<file path="config.mk">
export PLATFORM = sky130hd
export DESIGN_NAME = bcd_tick_counter
export DESIGN_NICKNAME = d
export VERILOG_FILES = /design/src/rtl/bcd_tick_counter.sv
export SDC_FILE = /design/constraint.sdc
export NUM_CORES = 1
export LEC_CHECK = 0
export BUFFER_PORTS_ARGS = -buffer_cell sky130_fd_sc_hd__buf_2
export CAP_MARGIN = 25
export CORE_MARGIN = 3
export CORE_UTILIZATION = 58
export DETAILED_ROUTE_END_ITERATION = 8
export PLACE_DENSITY = 0.84
export SYNTH_ARGS = -nofsm -noshare
export SYNTH_HDL_FRONTEND = slang
export SYNTH_SLANG_ARGS = --single-unit
</file>
<file path="constraint.sdc">
create_clock -name CLOCK_50 -period 2.2 [get_ports CLOCK_50]
set_input_delay 0 -clock CLOCK_50 [delete_from_list [all_inputs] [get_ports CLOCK_50]]
set_output_delay 0 -clock CLOCK_50 [all_outputs]
set_load 0.05 [all_outputs]
</file>
<file path="src/rtl/bcd_tick_counter.sv">
// Multi-digit up/down radix counter with a built-in prescaler and active-low 7-segment outputs.
// Optional leading-zero blanking is enabled by defining BCD_TICK_COUNTER_BLANK_EN.
module bcd_tick_counter #(
  parameter int CLK_HZ  = 50000000,
  parameter int TICK_HZ = 1,
  parameter int DIGITS  = 2,
  parameter int RADIX   = 10
) (
  input  logic                  CLOCK_50,
  input  logic                  resetn,
  input  logic                  enable,
  input  logic                  up,
  input  logic                  load,
  input  logic [4*DIGITS-1:0]   load_value,
  output logic [4*DIGITS-1:0]   count,
  output logic                  tick,
  output logic                  wrap,
  output logic [7*DIGITS-1:0]   HEX
);

  localparam int PRESCALE = CLK_HZ / TICK_HZ;
  localparam int PW = (PRESCALE > 1) ? $clog2(PRESCALE) : 1;
  localparam logic [PW-1:0] PRE_LAST = PW'(PRESCALE - 1);
  localparam logic [3:0] DIG_MAX = 4'(RADIX - 1);

  logic [PW-1:0]       prescaler;
  logic [4*DIGITS-1:0] count_next;
  logic [4*DIGITS-1:0] load_clean;
  logic                carry;

  function automatic logic [6:0] seg7(input logic [3:0] d);
    logic [6:0] s;
    case (d)
      4'h0: s = 7'b1000000;
      4'h1: s = 7'b1111001;
      4'h2: s = 7'b0100100;
      4'h3: s = 7'b0110000;
      4'h4: s = 7'b0011001;
      4'h5: s = 7'b0010010;
      4'h6: s = 7'b0000010;
      4'h7: s = 7'b1111000;
      4'h8: s = 7'b0000000;
      4'h9: s = 7'b0011000;
      4'hA: s = 7'b0001000;
      4'hB: s = 7'b0000011;
      4'hC: s = 7'b1000110;
      4'hD: s = 7'b0100001;
      4'hE: s = 7'b0000110;
      4'hF: s = 7'b0001110;
      default: s = 7'b1111111;
    endcase
    return s;
  endfunction

  assign tick = enable && (prescaler == PRE_LAST);

  // Ripple carry/borrow through the digits; a surviving carry means full roll-over.
  always_comb begin
    count_next = count;
    load_clean = load_value;
    carry      = 1'b1;
    for (int i = 0; i < DIGITS; i++) begin
      if (load_value[4*i +: 4] > DIG_MAX) begin
        load_clean[4*i +: 4] = 4'd0;
      end else begin
        load_clean[4*i +: 4] = load_value[4*i +: 4];
      end
      if (!carry) begin
        count_next[4*i +: 4] = count[4*i +: 4];
      end else if (up) begin
        if (count[4*i +: 4] == DIG_MAX) begin
          count_next[4*i +: 4] = 4'd0;
        end else begin
          count_next[4*i +: 4] = count[4*i +: 4] + 4'd1;
          carry = 1'b0;
        end
      end else begin
        if (count[4*i +: 4] == 4'd0) begin
          count_next[4*i +: 4] = DIG_MAX;
        end else begin
          count_next[4*i +: 4] = count[4*i +: 4] - 4'd1;
          carry = 1'b0;
        end
      end
    end
  end

  // Load wins over a coincident tick; a held counter never raises wrap.
  always_ff @(posedge CLOCK_50 or negedge resetn) begin
    if (!resetn) begin
      prescaler <= '0;
      count     <= '0;
      wrap      <= 1'b0;
    end else if (load) begin
      prescaler <= '0;
      count     <= load_clean;
      wrap      <= 1'b0;
    end else if (enable) begin
      if (tick) begin
        prescaler <= '0;
        count     <= count_next;
        wrap      <= carry;
      end else begin
        prescaler <= prescaler + PW'(1);
        wrap      <= 1'b0;
      end
    end else begin
      wrap <= 1'b0;
    end
  end

`ifdef BCD_TICK_COUNTER_BLANK_EN
  logic lead_zero;
`endif

  // Segment decode, scanning from the most significant digit for blanking.
  always_comb begin
    HEX = '1;
`ifdef BCD_TICK_COUNTER_BLANK_EN
    lead_zero = 1'b1;
    for (int i = DIGITS - 1; i >= 0; i--) begin
      lead_zero = lead_zero && (count[4*i +: 4] == 4'd0);
      if (lead_zero && (i != 0)) begin
        HEX[7*i +: 7] = 7'b1111111;
      end else begin
        HEX[7*i +: 7] = seg7(count[4*i +: 4]);
      end
    end
`else
    for (int i = 0; i < DIGITS; i++) begin
      HEX[7*i +: 7] = seg7(count[4*i +: 4]);
    end
`endif
  end

endmodule

</file>
; Yosys cells after proc, flatten, opt, wreduce, memory -nomap -nowiden
; Memories as Yosys holds them, arrays and structs flattened.
; Cells that the tools add are included.
[classes]
eq_ne = 3
reduce_logical = 8
muxes = 25
magnitude_cmp = 2
addsub = 5
[op_table]
columns = cell, n
row1 = $mux 26, 3
row2 = $mux 4, 9
row3 = $add 26x1->26 const B, 1
row4 = $eq 26x26->1 const B, 1
row5 = $mux 8, 3
row6 = $mux 1, 10
row7 = $add 4x1->4 const B, 2
row8 = $eq 4x4->1 const B, 2
row9 = $gt 4x4->1 const B, 2
row10 = $logic_not 4->1, 2
row11 = $sub 4x1->4 const B, 2
row12 = $reduce_bool 2->1, 3
row13 = $reduce_and 3->1, 1
row14 = $reduce_and 2->1, 1
row15 = $logic_and 1x1->1, 1
[totals]
mem_count = 2
word_cells = 49
rom_bits = 224
in_bits = 13
register_bits = 35
output_inout_bits = 24
[memory_table]
columns = name, words, word_bits, rd, rd_clocked_by_memory_dff, wr, line
row1 = (name not given), 16, 7, 1, 0, 0, 33  ; case (d)
row2 = (name not given), 16, 7, 1, 0, 0, 33

; Logic depth before layout (Yosys ltp)
[depth]
ltp_word = 7
depth_mapped = 8
ltp_nobuf = 7

; Worst setup path after synthesis
; Ideal clock, no wire load.
[synth_path]
path_type = register to output
startpoint = reg count[4]
endpoint = out HEX[11]
path_stages_with_launch = 6
arrival_time_ns = 2.612
setup_slack_ns = -0.412
cell_sequence = dfrtp_1 clkbuf_1 inv_1 ha_1 mux2_2 o21ai_0
[synth_between]
elab_chain_cells = 1
[synth_rtl]
columns = element, line
row1 = start: declaration, 15  ; output logic [4*DIGITS-1:0] count,
row2 = start signal: assignment, 96  ; count <= load_clean;
row3 = start signal: assignment, 101  ; count <= count_next;
row4 = $mem_v2 16x7, --
row5 = end: declaration, 18  ; output logic [7*DIGITS-1:0] HEX
; Every way passes these cells.

; Worst setup path in the final report
[layout_path]
startpoint = reg prescaler[0]
endpoint = out tick
[layout_between]
elab_chain_cells = 2
[layout_rtl]
columns = element, line
row1 = start: declaration, 26  ; logic [PW-1:0] prescaler;
row2 = start signal: assignment, 104  ; prescaler <= prescaler + PW'(1);
row3 = $eq 26x26->1, 55  ; assign tick = enable && (prescaler == PRE_LAST);
row4 = $logic_and 1x1->1, 55
row5 = end: declaration, 16  ; output logic tick,
; Every way passes these cells.

==> run summary <==
Status: finished clean
WP data required: 2.20 ns
NetSw: 0.0006306 W
Cell area power density: 548.7 nW/um^2
Initial antenna violation count: 0
Average cell area after synthesis: 8.288 sq um
Routability cong.: 0.9199
Post-synthesis adder-cell area fraction: 0.05288
Post-synthesis simple-gate area fraction: 0.2788
Count of non-filler cells in the finished layout: 412
CTS Buf Count: 5
FF+latch count, synth: 35
Combinational share of power: 0.331
Core region area: 4173 sq um
Syn Std Cell Area: 2602 sq um
Remaining global-route overflow: 0
Int Power: 0.001047 W
Via count: 2482
Die X: 72.99 microns
Type of the worst setup path: reg2out
Clk pwr share: 0.267
Initial core utilization: 0.6237
GRT Overall Usage: 0.2393
CTS Buffer Depth: 2
WHS: 0.02700 ns
Yosys warns: 0
First-pass DRT Iterations: 4
Post-synthesis sequential area ratio: 0.3365
Routed Antenna Nets: 0
Placed insts: 394
Final instance area: 3058 sq um
Sw Ratio: 0.3758
Syn Nets: 338
Nets: 385
Drt drc: 0
CP max FO: 7
Later-pin clock latency in the skew report: 0.29 ns
Synth async-reset ratio: 1.000
Clk sinks: 35
RSZ-0062 raised after global routing: false
Number of synthesized flops with an enable pin: 0
I/O pin cnt: 37
Seq pwr share: 0.402
Final wirelength: 5.943 mm
Largest net degree at the start of global routing: 36
Area after DPL: 2873 sq um
Worst Path Arrival: 2.06 ns
Max-cap violations: 0
Startpoint Class: register
Final setup TNS: 0 ns
Leakage power: 1.378 nW
Detailed router's first-iteration violation count: 119
Primary FF master, synth: dfrtp_1
Synth Area in XOR/XNOR: 0.08077
Clk_skew: 0.005314 ns
Slew @ Worst Pin: 0.7547 ns
Fin. max-slew vios: 0
Die Span Y: 72.99 microns
Layout cell share with drive strength beyond 1: 0.1906
Final min period: 2.063 ns
CTS tree: built
Slew margin rel.: 0.4969
Post-CTS Resized: 0
Cells after Synth: 314
Final hold viol count: 0
Mux contribution to synthesized area: 0.03125
Final setup fails: 0
Max frequency: 484.7 MHz
Critical path endpoint category: output port
First-pass GRT wire length: 10.10 mm
Hold Path Class: in2reg
H-tree depth: 2
Clock transition at the registers of the reported paths: 0.07 ns
Area Growth Syn to Fin: 17.50%
Detail-routed via count per cell: 6.024
R2r setup slk: 0.21 ns
Max IR drop VDD: 488.5 uV
Clk Tree Root Cell: clkbuf_8
Largest family of logic cells by synthesized area: simple AND/OR/NAND/NOR gates
Compound-cell area share of the yosys netlist: 0.1750
Number of global-route vias before repair: 2303
Post-detail-place hpwl: 4.280 mm
Fin util: 0.7328
Synth cell types: 56
Drt wl/cell: 14.42 microns
Port Buf Inserts: 36
Die ar.: 5327 sq um
Number of diodes: 0
Fin crit share: 0.9378
Num rows: 23
==> cells in the final DEF, fill, tap and decap left out, drive strengths merged, types with 4 or more instances in the layout <==
cell type / instances
clkbuf: 6
and3: 4
o21ai: 21
nor3: 5
ha: 11
xnor2: 4
dfrtp: 35
buf: 45
nand4: 12
a31oi: 7
a21oi: 16
mux2i: 7
nand2b: 6
inv: 12
nor2: 48
nand2: 22
xor2: 20
dlygate4sd3: 10
nor4: 5
nand3: 19
==> logic make-up after synthesis <==
| kind of cell | Yosys count |
|---|---|
| AOI/OAI and AO/OA | 70 |
| xor gates and xnor gates | 24 |
| adders and majority gates | 11 |
| buffers and inverters | 28 |
| DFF | 35 |
| muxes | 8 |
| and+or+nand+nor | 138 |
==> per-stage QoR <==
step / setup slack, ns / power, W
CTS: 0.1528 / 0.001690
global route: 0.03225 / 0.001765
finish: 0.1369 / 0.001678
global placement: 0.3025 / 0.001217
detailed placement: 0.2349 / 0.001226
floorplan: -0.03413 / 0.001093
==> routing by layer <==
layer,routed length (microns),global-route usage,vias to the layer above
li1,-,-,1222
met2,3070,0.4141,56
met1,2536,0.2949,1193
met5,0,0,-
met4,92,0.08811,0
met3,243,0.04408,11
==> critical path, cell delays in order, from the launching register on <==
cell and delay, ns:
dfrtp_1 0.42, ha_1 0.25, nand4_1 0.22, nor3_4 0.34
nand2_2 0.14, inv_2 0.13, buf_2 0.27
==> state kept, by name (all words and copies together) (netlist names) <==
signal	count
count	8
prescaler	26
wrap	1
==> cells in the mapped netlist, types with 8 or more instances <==
master	n	area, sq um
a21oi_1	16	80.08
clkbuf_1	8	30.03
dfrtp_1	35	875.8
ha_1	11	137.6
inv_1	11	41.29
nand2_1	21	78.83
nand3_1	19	95.09
nand4_1	12	75.07
nor2_1	48	180.2
o21ai_0	14	70.07
xor2_1	20	175.2
==> path summary, 6_finish.rpt <==
path,cells after the start,startpoint,end
hold reg to reg,2,prescaler[23],prescaler[23]
setup / recovery,6,prescaler[0],tick
min in group asynchronous,2,resetn,prescaler[12]
setup reg to reg,7,count[1],count[6]
hold / removal,3,enable,prescaler[1]
max in group asynchronous,2,resetn,prescaler[10]
==> power groups by stage <==
stage | Sequential [W] | Combinational (W) | Clock, W
after floorplan | 0.000729 | 0.000363 | 0
after global placement | 0.000684 | 0.000533 | 0
after detailed placement | 0.000686 | 0.000540 | 0
after CTS | 0.000674 | 0.000555 | 0.000461
after global routing | 0.000676 | 0.000602 | 0.000487
final | 0.000674 | 0.000556 | 0.000447
==> layout make-up <==
cell class	instances	area, sq um
multi-input combinational	251	1638
fill	333	1115
sequential	35	875.8
timing repair buffer	55	347.8
clock buffer	6	72.57
tap	50	62.56
inverter	13	48.80
clock inverter	2	12.51
==> repair_timing <==
| action | in CTS | in global routing |
|---|---|---|
| buffers inserted | 0 | 0 |
| hold endpoints to repair | 43 | 0 |
| hold buffers | 10 | 0 |
No activity file was read; power rests on OpenSTA's default activity.
